--- src/rtl/pipeline_hazard_ctrl.sv ---
// Pipeline control: resolves stage stall requests into stall/bubble vectors, accepts
// exceptions/ERET from commit, and drives a flush plus a held, handshaked PC redirect.
module pipeline_hazard_ctrl #(
    parameter int                 STAGES  = 6,
    parameter int                 ADDR_W  = 32,
    parameter logic [ADDR_W-1:0]  INIT_PC = 32'hbfc00000,
    parameter logic [ADDR_W-1:0]  EXC_PC  = 32'hbfc00380,
    parameter int                 TIMEOUT = 1024
) (
    input  logic              clk,
    input  logic              rst,
    input  logic [STAGES-1:0] stall_req,
    input  logic              stall_all,
    input  logic              exc_valid,
    input  logic              exc_eret,
    input  logic [ADDR_W-1:0] cp0_epc,
    input  logic              redirect_ready,
    output logic [STAGES-1:0] stall,
    output logic [STAGES-1:0] bubble,
    output logic              flush,
    output logic              redirect_valid,
    output logic [ADDR_W-1:0] redirect_pc,
    output logic              stall_timeout
);

    localparam int               CNT_W   = $clog2(TIMEOUT + 1);
    localparam logic [CNT_W-1:0] TMO_CNT = CNT_W'(TIMEOUT);

    logic              redirect_valid_q, redirect_valid_d;
    logic [ADDR_W-1:0] redirect_pc_q, redirect_pc_d;
    logic [CNT_W-1:0]  wd_cnt_q, wd_cnt_d;
    logic              stall_timeout_q, stall_timeout_d;

    logic [STAGES-1:0] stall_v;
    logic              accept;
    logic              hi_seen;

    // A stall at stage k must also hold every younger stage below it.
    always_comb begin
        stall_v = '0;
        hi_seen = 1'b0;
        for (int i = STAGES - 1; i >= 0; i--) begin
            hi_seen    = hi_seen | stall_req[i];
            stall_v[i] = hi_seen;
        end
        if (stall_all) begin
            stall_v = '1;
        end
        if (redirect_valid_q && !redirect_ready) begin
            stall_v[0] = 1'b1;
        end
        if (rst) begin
            stall_v = '0;
        end
    end

    always_comb begin
        bubble    = '0;
        for (int i = 1; i < STAGES; i++) begin
            bubble[i] = stall_v[i-1] & ~stall_v[i];
        end
    end

    assign stall  = stall_v;
    assign accept = exc_valid & ~stall_all & ~rst;
    assign flush  = accept;

    // A new accept always wins over a handshake in the same cycle.
    always_comb begin
        redirect_valid_d = redirect_valid_q;
        redirect_pc_d    = redirect_pc_q;
        if (accept) begin
            redirect_valid_d = 1'b1;
            redirect_pc_d    = exc_eret ? cp0_epc : EXC_PC;
        end else if (redirect_valid_q && redirect_ready) begin
            redirect_valid_d = 1'b0;
        end
    end

    always_comb begin
        wd_cnt_d = '0;
        if (stall_v[0]) begin
            wd_cnt_d = (wd_cnt_q == TMO_CNT) ? wd_cnt_q : wd_cnt_q + CNT_W'(1);
        end
        stall_timeout_d = (wd_cnt_d == TMO_CNT);
    end

    always_ff @(posedge clk or posedge rst) begin
        if (rst) begin
            redirect_valid_q <= 1'b1;
            redirect_pc_q    <= INIT_PC;
            wd_cnt_q         <= '0;
            stall_timeout_q  <= 1'b0;
        end else begin
            redirect_valid_q <= redirect_valid_d;
            redirect_pc_q    <= redirect_pc_d;
            wd_cnt_q         <= wd_cnt_d;
            stall_timeout_q  <= stall_timeout_d;
        end
    end

    assign redirect_valid = redirect_valid_q;
    assign redirect_pc    = redirect_pc_q;
    assign stall_timeout  = stall_timeout_q;

endmodule

--- config.mk ---
export PLATFORM = sky130hd
export DESIGN_NAME = pipeline_hazard_ctrl
export DESIGN_NICKNAME = d
export VERILOG_FILES = /design/src/rtl/pipeline_hazard_ctrl.sv
export SDC_FILE = /design/constraint.sdc
export NUM_CORES = 1
export LEC_CHECK = 0
export BUFFER_PORTS_ARGS = -buffer_cell sky130_fd_sc_hd__buf_2
export CORE_ASPECT_RATIO = 1.2
export CORE_UTILIZATION = 47
export CTS_CLUSTER_SIZE = 14
export DETAILED_ROUTE_END_ITERATION = 8
export GPL_TIMING_DRIVEN = 0
export PLACE_DENSITY = 0.79
export SLEW_MARGIN = 20
export SYNTH_ARGS = -nofsm -noshare
export SYNTH_HDL_FRONTEND = slang
export SYNTH_SLANG_ARGS = --single-unit
--- constraint.sdc ---
create_clock -name clk -period 2.5 [get_ports clk]
set_input_delay 0.5 -clock clk [delete_from_list [all_inputs] [get_ports clk]]
set_output_delay 0.5 -clock clk [all_outputs]
set_load 0.02 [all_outputs]
==> results of run 1 <==
[flip-flops by register name (all words and copies together), names as in the netlist]
register,flops
stall_timeout,1
redirect_pc,32
wd_cnt_q,11
redirect_valid,1
[report_power, final]
part	internal (mW)	switching, mW
sequential	0.826	0.0458
clock	0.225	0.241
combinational	0.138	0.246
[cell type report]
cell class	count	share of cell area (%)
buffer	13	2.173
clock buffer	7	3.124
clock inverter	1	0.2716
inverter	7	1.086
multi-input combinational	173	33.41
sequential	45	41.20
tap	56	2.535
timing repair buffer	88	15.93
timing repair inverter	1	0.2716
[cell families after synthesis]
family                   after synthesis  share of synthesized area (%)
buffers and inverters                 20                          4.019
XOR/XNOR                              12                          4.892
adder cells (fa/ha/maj)                2                          1.165
multiplexers                           1                         0.4659
other                                  1                         0.1746
flip-flops                            45                          53.00
AO/OA/AOI/OAI                         41                          10.77
AND/OR/NAND/NOR                      116                          25.51
[path summary, 6_finish.rpt]
path                                   endpoint  slack, ns
worst max-delay path                   stall[0]       0.21
worst min-delay path            redirect_pc[19]       0.25
worst max register to register    stall_timeout       0.57
worst min register to register  redirect_pc[30]       0.48
max in group asynchronous        redirect_valid       1.90
min in group clk                redirect_pc[15]       0.44
[layer usage]
layer | vias to the layer above | track usage, % | share of wire (%)
li1 | 965 | - | -
met1 | 876 | 26.29 | 43
met2 | 64 | 37.77 | 50
met3 | 9 | 4.341 | 4.8
met4 | 0 | 10.91 | 2.1
met5 | - | 0 | 0
[synthesized netlist by cell type (all sizes together)]
master | count | share of area [%]
ha | 2 | 1.2
o2111a | 1 | 0.52
xnor2 | 8 | 3.3
mux2i | 1 | 0.47
nor4b | 2 | 0.82
dfrtp | 35 | 41
conb | 1 | 0.17
buf | 2 | 0.87
nand4 | 2 | 0.58
nand2 | 59 | 11
nor2 | 23 | 4.0
o21ai | 34 | 7.9
clkbuf | 11 | 1.9
nand3b | 1 | 0.35
xor2 | 4 | 1.6
and2 | 2 | 0.64
o21a | 1 | 0.35
o211a | 1 | 0.47
nor3b | 2 | 0.70
a21o | 2 | 1.0
and4 | 1 | 0.41
inv | 7 | 1.2
nor3 | 3 | 1.2
nand3 | 4 | 0.93
and3 | 4 | 1.2
a21oi | 2 | 0.47
or4 | 1 | 0.52
dfstp | 10 | 12
nor2b | 12 | 3.5
[per-stage QoR]
stage / power, mW / worst slack, ns / util [%]
final: 1.721 / 0.2058 / 63.88
after global routing: 1.814 / 0.1515 / 63.88
after CTS: 1.742 / 0.2063 / 63.82
after detailed placement: 1.270 / -0.1700 / 61.54
after global placement: 1.258 / -0.1450 / 61.54
after floorplan: 1.114 / 0.2363 / -
[timing repair]
item                                    CTS  global route
gates resized for setup                   0             0
endpoints found under the hold margin     0             0
endpoints found under the setup margin    4             0
==> metrics.yaml, run 1 <==
final_layout_size_suffix_gt1_share_pct: 34.03
route.vias.total: 1914
fin_area_um2: 2764
p_per_area_nw_per_um2: 622.7
endpoint_kind: "output pin"
start_kind: "input pin"
hold_viol_final: 0
numCtsBuffers: 5
rsz0062_at_grt: "no"
grt_usage_pct: 22.17
ir_drop_mv: 0.3333
first_iter_violations: 56
cts_tree: "yes"
cpMaxStageDelayCell: "or4_4"
num-fill-cells: 389
post_dp_cell_area_um2: 2663
clock-root-buffer: "clkbuf_8"
place_congestion: 0.8697
synth_seq_area_share_pct: 53.00
path_buf_inv: 3
max-clock-path-buffers: 2
htree_levels: 2
drc: 0
pin_count: 91
wl_per_cell_um: 12.46
grt_pass1_wl_mm: 8.362
design.core.area_um2: 4327
netlist_instances: 238
fin_hold_ws_ns: 0.2494
rows: 26
multiInputGateArea_um2: 923.4
layout_common_cells: "buf_2 (88), nand2_1 (58), dfrtp_1 (35), o21ai_0 (34), nor2_1 (23)"
layout.nets: 380
path_common_cell: "buf_2"
ys_warn_count: 0
crit_arrival_ns: 1.79
port_buffers: 88
status: "finished, final reports clean"
p_leak_nw: 1.430
instances_no_fill: 391
slowest_delay_ns: 0.57
gr-total-overflow: 0
maxSlewViolCount: 0
r2r_start: "wd_cnt_q[0]"
fin_crit_sh_pct: 91.77
final_common_cell: "buf_2"
path_clk_slew_ns: 0.09
slew_headroom_pct: 65.18
cts_setup_buffers: 0
routed_via_density: 4.895
dpl.hpwl_mm: 3.515
reg2regPathDepth: 7
tns_ns: 0
finalCriticalPeriod_ns: 2.294
path_cells: "buf_2 -> or4_4 -> nor3_4 -> a21o_4 -> inv_1 -> buf_2"
cts_sinks: 45
synth.distinct_cells: 34
critPathKind: "input pin to output pin"
syn_nets: 284
final-seq-area_um2: 1139
insertion_delay_ns: 0.30
max_freq_ghz: 0.4359
worstPathRequired_ns: 2.00
die_y_um: 76.06
crit_cells: 6
start_util_pct: 49.65
maxCapViolations: 0
synth_area_um2: 2148
antennaDiodeCount: 0
skew_ns: 0.006289
grt_max_degree: 25
antenna_found_initial: 0
tightest_slew_ns: 0.5212
areaGrowthSynthToFinish_pct: 28.65
first_pass_iters: 4
setup_viol: 0
critical_path.max_fanout: 8
crit_family: "simple AND/OR/NAND/NOR gates"
ys_seq_elements: 45
grt_pass1_vias: 1911
syn_avg_cell_area_um2: 9.027
ant_nets: 0
wl_mm: 4.870
chipWidth_um: 63.72
hold_class: "input pin to asynchronous set/reset pin"
place_inst: 382
startpoint: "stall_req[4]"
cts_hold_buf: 0
fp.dieArea_um2: 4846
No activity file was read; power rests on OpenSTA's default activity.
==> run 2: changes to the inputs <==
--- a/config.mk
+++ b/config.mk
@@ -7,11 +7,10 @@
 export LEC_CHECK = 0
 export BUFFER_PORTS_ARGS = -buffer_cell sky130_fd_sc_hd__buf_2
 export CORE_ASPECT_RATIO = 1.2
-export CORE_UTILIZATION = 47
+export CORE_UTILIZATION = 40
 export CTS_CLUSTER_SIZE = 14
 export DETAILED_ROUTE_END_ITERATION = 8
-export GPL_TIMING_DRIVEN = 0
-export PLACE_DENSITY = 0.79
+export PLACE_DENSITY = 0.69
 export SLEW_MARGIN = 20
 export SYNTH_ARGS = -nofsm -noshare
 export SYNTH_HDL_FRONTEND = slang
==> metrics.yaml, run 2 (synthesis results as in run 1) <==
ant_nets: 0  # unchanged
cts_sinks: 45  # unchanged
finish.utilization_pct: 53.99  # -9.9 points
antenna_found_initial: 0  # unchanged
grt_usage_pct: 17.60  # -4.6 points
ir_drop_mv: 0.3130  # -6.1%
critical_path.max_fanout: 8  # unchanged
slowest_delay_ns: 0.57  # about the same
rsz0062_at_grt: "no"
design.core.area_um2: 5045  # +17%
skew_ns: 0.006579  # +0.0002895 ns
areaGrowthSynthToFinish_pct: 26.79
sequentialPowerShare_pct: 51.5  # +0.9 points
final_common_cell: "buf_2"
maxSlewViolCount: 0  # unchanged
clock-root-buffer: "clkbuf_8"
first_iter_violations: 57  # +1.8%
maxCapViolations: 0  # unchanged
grt-busiest-layer: "met2"
switching_share_pct: 31.62  # +0.63 points
wl_per_cell_um: 11.89  # -4.6%
reg2regPathDepth: 7  # unchanged
multiInputGateArea_um2: 925.9  # +0.27%
p_per_area_nw_per_um2: 619.7  # -0.49%
crit_arrival_ns: 1.79  # about the same
gr-total-overflow: 0  # unchanged
rows: 28  # +7.7%
grt_pass1_wl_mm: 7.445  # -11%
path_cells: "buf_2 -> or4_4 -> nor3_4 -> a21o_4 -> inv_1 -> buf_2"
layout.nets: 370  # -2.6%
instances_no_fill: 385  # -1.5%
fp.dieArea_um2: 5669  # +17%
first_pass_iters: 4  # unchanged
cpMaxStageDelayCell: "or4_4"
use_met2_pct: 28.35  # -9.4 points
start_kind: "input pin"
fin_hold_ws_ns: 0.4425  # +0.1932 ns
insertion_delay_ns: 0.29  # about the same
wl_mm: 4.576  # -6.0%
slew_headroom_pct: 62.17  # -3.0 points
p_leak_nw: 1.423  # -0.51%
tightest_slew_ns: 0.5675  # +0.04622 ns
layout_common_cells: "buf_2 (89), nand2_1 (57), dfrtp_1 (35), o21ai_0 (34), nor2_1 (23)"
fin_crit_sh_pct: 91.63  # -0.13 points
final_layout_size_suffix_gt1_share_pct: 36.00  # +2.0 points
num-fill-cells: 499  # +28%
routed_via_density: 4.730  # -3.4%
p_switching_uw: 533.7  # about the same
path_common_cell: "buf_2"
cts_hold_buf: 0  # unchanged
numCtsBuffers: 5  # unchanged
cts_tree: "yes"
clkPwrFrac_pct: 26.3  # -0.8 points
hold_path_depth: 3
finalCriticalPeriod_ns: 2.291  # -0.003315 ns
hold_class: "input pin to register"
place_inst: 377  # -1.3%
max-clock-path-buffers: 2  # unchanged
port_buffers: 89  # +1.1%
place_congestion: 0.7616  # -12%
htree_levels: 2  # unchanged
max_freq_ghz: 0.4365  # +0.14%
grt_util_met3_pct: 6.593  # +2.3 points
met1_usage_pct: 21.83  # -4.5 points
path_clk_slew_ns: 0.09  # about the same
fin_area_um2: 2724  # -1.4%
dpl.hpwl_mm: 3.327  # -5.4%
final-seq-area_um2: 1139  # unchanged
start_util_pct: 42.58  # -7.1 points
endpoint_kind: "output pin"
cts_resized: 0  # unchanged
route.vias.total: 1821  # -4.9%
status: "finished, final reports clean"
drc: 0  # unchanged
grt_max_degree: 46  # +84%
grt_pass1_vias: 1668  # -13%
tns_ns: 0  # unchanged
hold_viol_final: 0  # unchanged
chipWidth_um: 68.90  # +8.1%
pin_count: 91  # unchanged
worstPathRequired_ns: 2.00  # about the same
cts_setup_buffers: 0  # unchanged
largest_reg_flops: 32  # unchanged
antennaDiodeCount: 0  # unchanged
critPathKind: "input pin to output pin"
internal_power_mw: 1.154  # -2.8%
die_y_um: 82.28  # +8.2%
combPwrFrac_pct: 22.3  # about the same
setup_viol: 0  # unchanged
post_dp_cell_area_um2: 2638  # -0.94%
==> run 2: final timing paths <==
path                                   endpoint            start  slack (ns)
worst max-delay path                   stall[0]     stall_req[4]        0.21
worst min-delay path             redirect_pc[4]       cp0_epc[4]        0.44
worst max register to register    stall_timeout      wd_cnt_q[0]        0.53
worst min register to register  redirect_pc[29]  redirect_pc[29]        0.48
max in group asynchronous       redirect_pc[25]              rst        1.63
min in group asynchronous       redirect_pc[18]              rst        0.48
==> run 2: critical path, delay by kind of cell <==
family | cells | cell delay [ns]
buf+inv | 3 | 0.35
simple gates | 2 | 0.74
compound gates | 1 | 0.20
==> run 2: power groups by stage <==
stage / clock [mW] / sequential [mW] / combinational [mW]
after floorplan: 0 / 0.979 / 0.135
after global placement: 0 / 0.881 / 0.375
after detailed placement: 0 / 0.882 / 0.384
after CTS: 0.466 / 0.870 / 0.383
after global routing: 0.485 / 0.881 / 0.419
final: 0.443 / 0.869 / 0.376
==> run 2: stage by stage <==
| step | power, mW | setup WS, ns |
|---|---|---|
| after floorplan | 1.114 | 0.2363 |
| after global placement | 1.256 | 0.2345 |
| after detailed placement | 1.266 | 0.1997 |
| after CTS | 1.719 | 0.2038 |
| after global routing | 1.785 | 0.1420 |
| final | 1.688 | 0.2091 |
==> run 2: area by class of cell <==
cell class              count  share of cell area (%)
well taps                  60                   2.756
clock buffers               5                   2.526
clock inverters             3                  0.6431
multi-input cells         173                   33.99
inverters                   7                   1.102
flip-flops and latches     45                   41.80
repair buffers             92                   17.18
==> run 2: routing by layer <==
layer	vias up	share of wire [%]	wire (um)
met5	-	0	0
met4	0	1.1	49
met3	6	7.0	322
met2	55	46	2121
met1	817	46	2083
li1	943	-	-
==> run 3: changes to the inputs <==
--- a/config.mk
+++ b/config.mk
@@ -11,6 +11,7 @@
 export CTS_CLUSTER_SIZE = 14
 export DETAILED_ROUTE_END_ITERATION = 8
 export PLACE_DENSITY = 0.69
+export REMOVE_ABC_BUFFERS = 1
 export SLEW_MARGIN = 20
 export SYNTH_ARGS = -nofsm -noshare
 export SYNTH_HDL_FRONTEND = slang
==> metrics.yaml, run 3 (synthesis results as in run 1) <==
status: "finished, final reports clean"
route.vias.total: 1819  # -0.11%
insertion_delay_ns: 0.28  # about the same
layout_setup_ws_ns: 0.2119  # +0.002790 ns
cts_resized: 0  # unchanged
internal_power_mw: 1.260  # +9.2%
post_dp_cell_area_um2: 2626  # -0.43%
finish.utilization_pct: 54.27  # +0.27 points
routed_via_density: 4.737  # +0.15%
place_congestion: 0.7349  # -3.5%
start_kind: "input pin"
r2r_start: "wd_cnt_q[0]"
r2r-end: "stall_timeout"
p_per_area_nw_per_um2: 652.1  # +5.2%
fin_area_um2: 2738  # +0.51%
rsz0062_at_grt: "no"
final_layout_size_suffix_gt1_share_pct: 35.49  # -0.51 points
die_y_um: 82.28  # unchanged
first_iter_violations: 79  # +39%
htree_levels: 2  # unchanged
areaGrowthSynthToFinish_pct: 27.43
critical_path.max_fanout: 8  # unchanged
design.core.area_um2: 5045  # unchanged
layout_common_cells: "buf_2 (89), nand2_1 (57), dfrtp_1 (35), o21ai_0 (34), nor2_1 (23)"
total_power_mw: 1.785  # +5.8%
pin_count: 91  # unchanged
worstPathRequired_ns: 2.00  # about the same
crit_end: "stall[0]"
gr-total-overflow: 0  # unchanged
largest_reg_flops: 32  # unchanged
ir_drop_mv: 0.3625  # +16%
maxCapViolations: 0  # unchanged
highest_layer: "met4"
maxSlewViolCount: 0  # unchanged
fp.dieArea_um2: 5669  # unchanged
final_common_cell: "buf_2"
startpoint: "stall_req[4]"
slew_headroom_pct: 62.45  # +0.28 points
place_ws_ns: 0.2094  # +0.009754 ns
path_clk_slew_ns: 0.09  # about the same
numCtsBuffers: 5  # unchanged
wl_mm: 4.579  # about the same
drc: 0  # unchanged
place_inst: 376  # -0.27%
antenna_found_initial: 0  # unchanged
first_pass_iters: 4  # unchanged
critPathKind: "input pin to output pin"
start_util_pct: 42.58  # unchanged
grt_pass1_vias: 1672  # +0.24%
p_leak_nw: 1.434  # +0.79%
rows: 28  # unchanged
clkPwrFrac_pct: 30.2  # +3.9 points
combPwrFrac_pct: 21.0  # -1.3 points
fin_hold_ws_ns: 0.4418  # -0.0007080 ns
tns_ns: 0  # unchanged
skew_ns: 0.005528  # -0.001051 ns
ant_nets: 0  # unchanged
clock-root-buffer: "clkbuf_8"
endpoint_kind: "output pin"
setup_viol: 0  # unchanged
cts_tree: "yes"
tightest_slew_ns: 0.5632  # -0.004244 ns
hold_class: "input pin to register"
cts_setup_buffers: 0  # unchanged
num-fill-cells: 477  # -4.4%
fin_crit_sh_pct: 91.52  # -0.11 points
cts_hold_buf: 0  # unchanged
crit_arrival_ns: 1.79  # about the same
chipWidth_um: 68.90  # unchanged
met3WireLength_um: 271  # -16%
layout.nets: 369  # -0.27%
instances_no_fill: 384  # -0.26%
sequentialPowerShare_pct: 48.8  # -2.7 points
dpl.hpwl_mm: 3.433  # +3.2%
grt_usage_pct: 17.71  # +0.11 points
p_switching_uw: 524.9  # -1.7%
grt_pass1_wl_mm: 7.396  # -0.66%
max_freq_ghz: 0.4370  # +0.12%
port_buffers: 89  # unchanged
cts_sinks: 45  # unchanged
max-clock-path-buffers: 2  # unchanged
wl_per_cell_um: 11.92  # +0.33%
grt_max_degree: 46  # unchanged
wl_met2_mm: 2.294  # +8.2%
switching_share_pct: 29.40  # -2.2 points
finalCriticalPeriod_ns: 2.288  # -0.002790 ns
reg2regPathDepth: 7  # unchanged
hold_viol_final: 0  # unchanged
r2r_setup_slack_ns: 0.61  # +0.08 ns
met1Wirelength_mm: 1.965  # -5.7%
antennaDiodeCount: 0  # unchanged
[run 3: changes by cell type in the layout (fill, tap and decap cells not counted), sizes merged]
cell / previous run / this run
inv: 6 / 7
bufinv: 0 / 1
clkinvlp: 2 / 0
buf: 92 / 91
clkbuf: 5 / 6
clkinv: 2 / 1
[run 3: worst min path at each step]
| stage | cells past startpoint | from | end | slack (ns) |
|---|---|---|---|---|
| 6_report | 3 | cp0_epc[17] | redirect_pc[17] | 0.44 |
| 2_1_floorplan | 2 | redirect_pc[22] | redirect_pc[22] | 0.51 |
| 3_3_place_gp | 2 | redirect_pc[10] | redirect_pc[10] | 0.46 |
| 3_5_place_dp | 2 | redirect_pc[21] | redirect_pc[21] | 0.47 |
| 5_1_grt | 3 | cp0_epc[10] | redirect_pc[10] | 0.43 |
| 4_1_cts | 3 | cp0_epc[1] | redirect_pc[1] | 0.43 |
[run 3: final cells by class]
cell class	instances	area (um^2)	share of cell area, %
well taps	60	75.07	2.742
clock inverters	2	38.79	1.417
clock buffers	6	72.57	2.651
flip-flops and latches	45	1139	41.59
multi-input cells	173	925.9	33.82
repair buffers	91	460.4	16.82
inverters	7	26.28	0.9598
[run 3: routing by layer]
| metal | vias to the layer above | global-route usage (%) |
|---|---|---|
| li1 | 941 | - |
| met1 | 822 | 20.00 |
| met2 | 51 | 31.17 |
| met3 | 5 | 6.044 |
| met4 | 0 | 4.898 |
| met5 | - | 0 |
[run 3: power by group through the flow]
stage | sequential [mW] | combinational (mW) | clock (mW)
floorplan | 0.979 | 0.123 | 0
global placement | 0.882 | 0.373 | 0
detailed placement | 0.884 | 0.382 | 0
CTS | 0.872 | 0.381 | 0.562
global route | 0.883 | 0.414 | 0.592
finish | 0.871 | 0.375 | 0.540
[run 3: critical path, cell delays in order]
cell    delay, ns
buf_2        0.11
or4_4        0.57
nor3_4       0.18
a21o_4       0.19
inv_1        0.08
buf_2        0.16
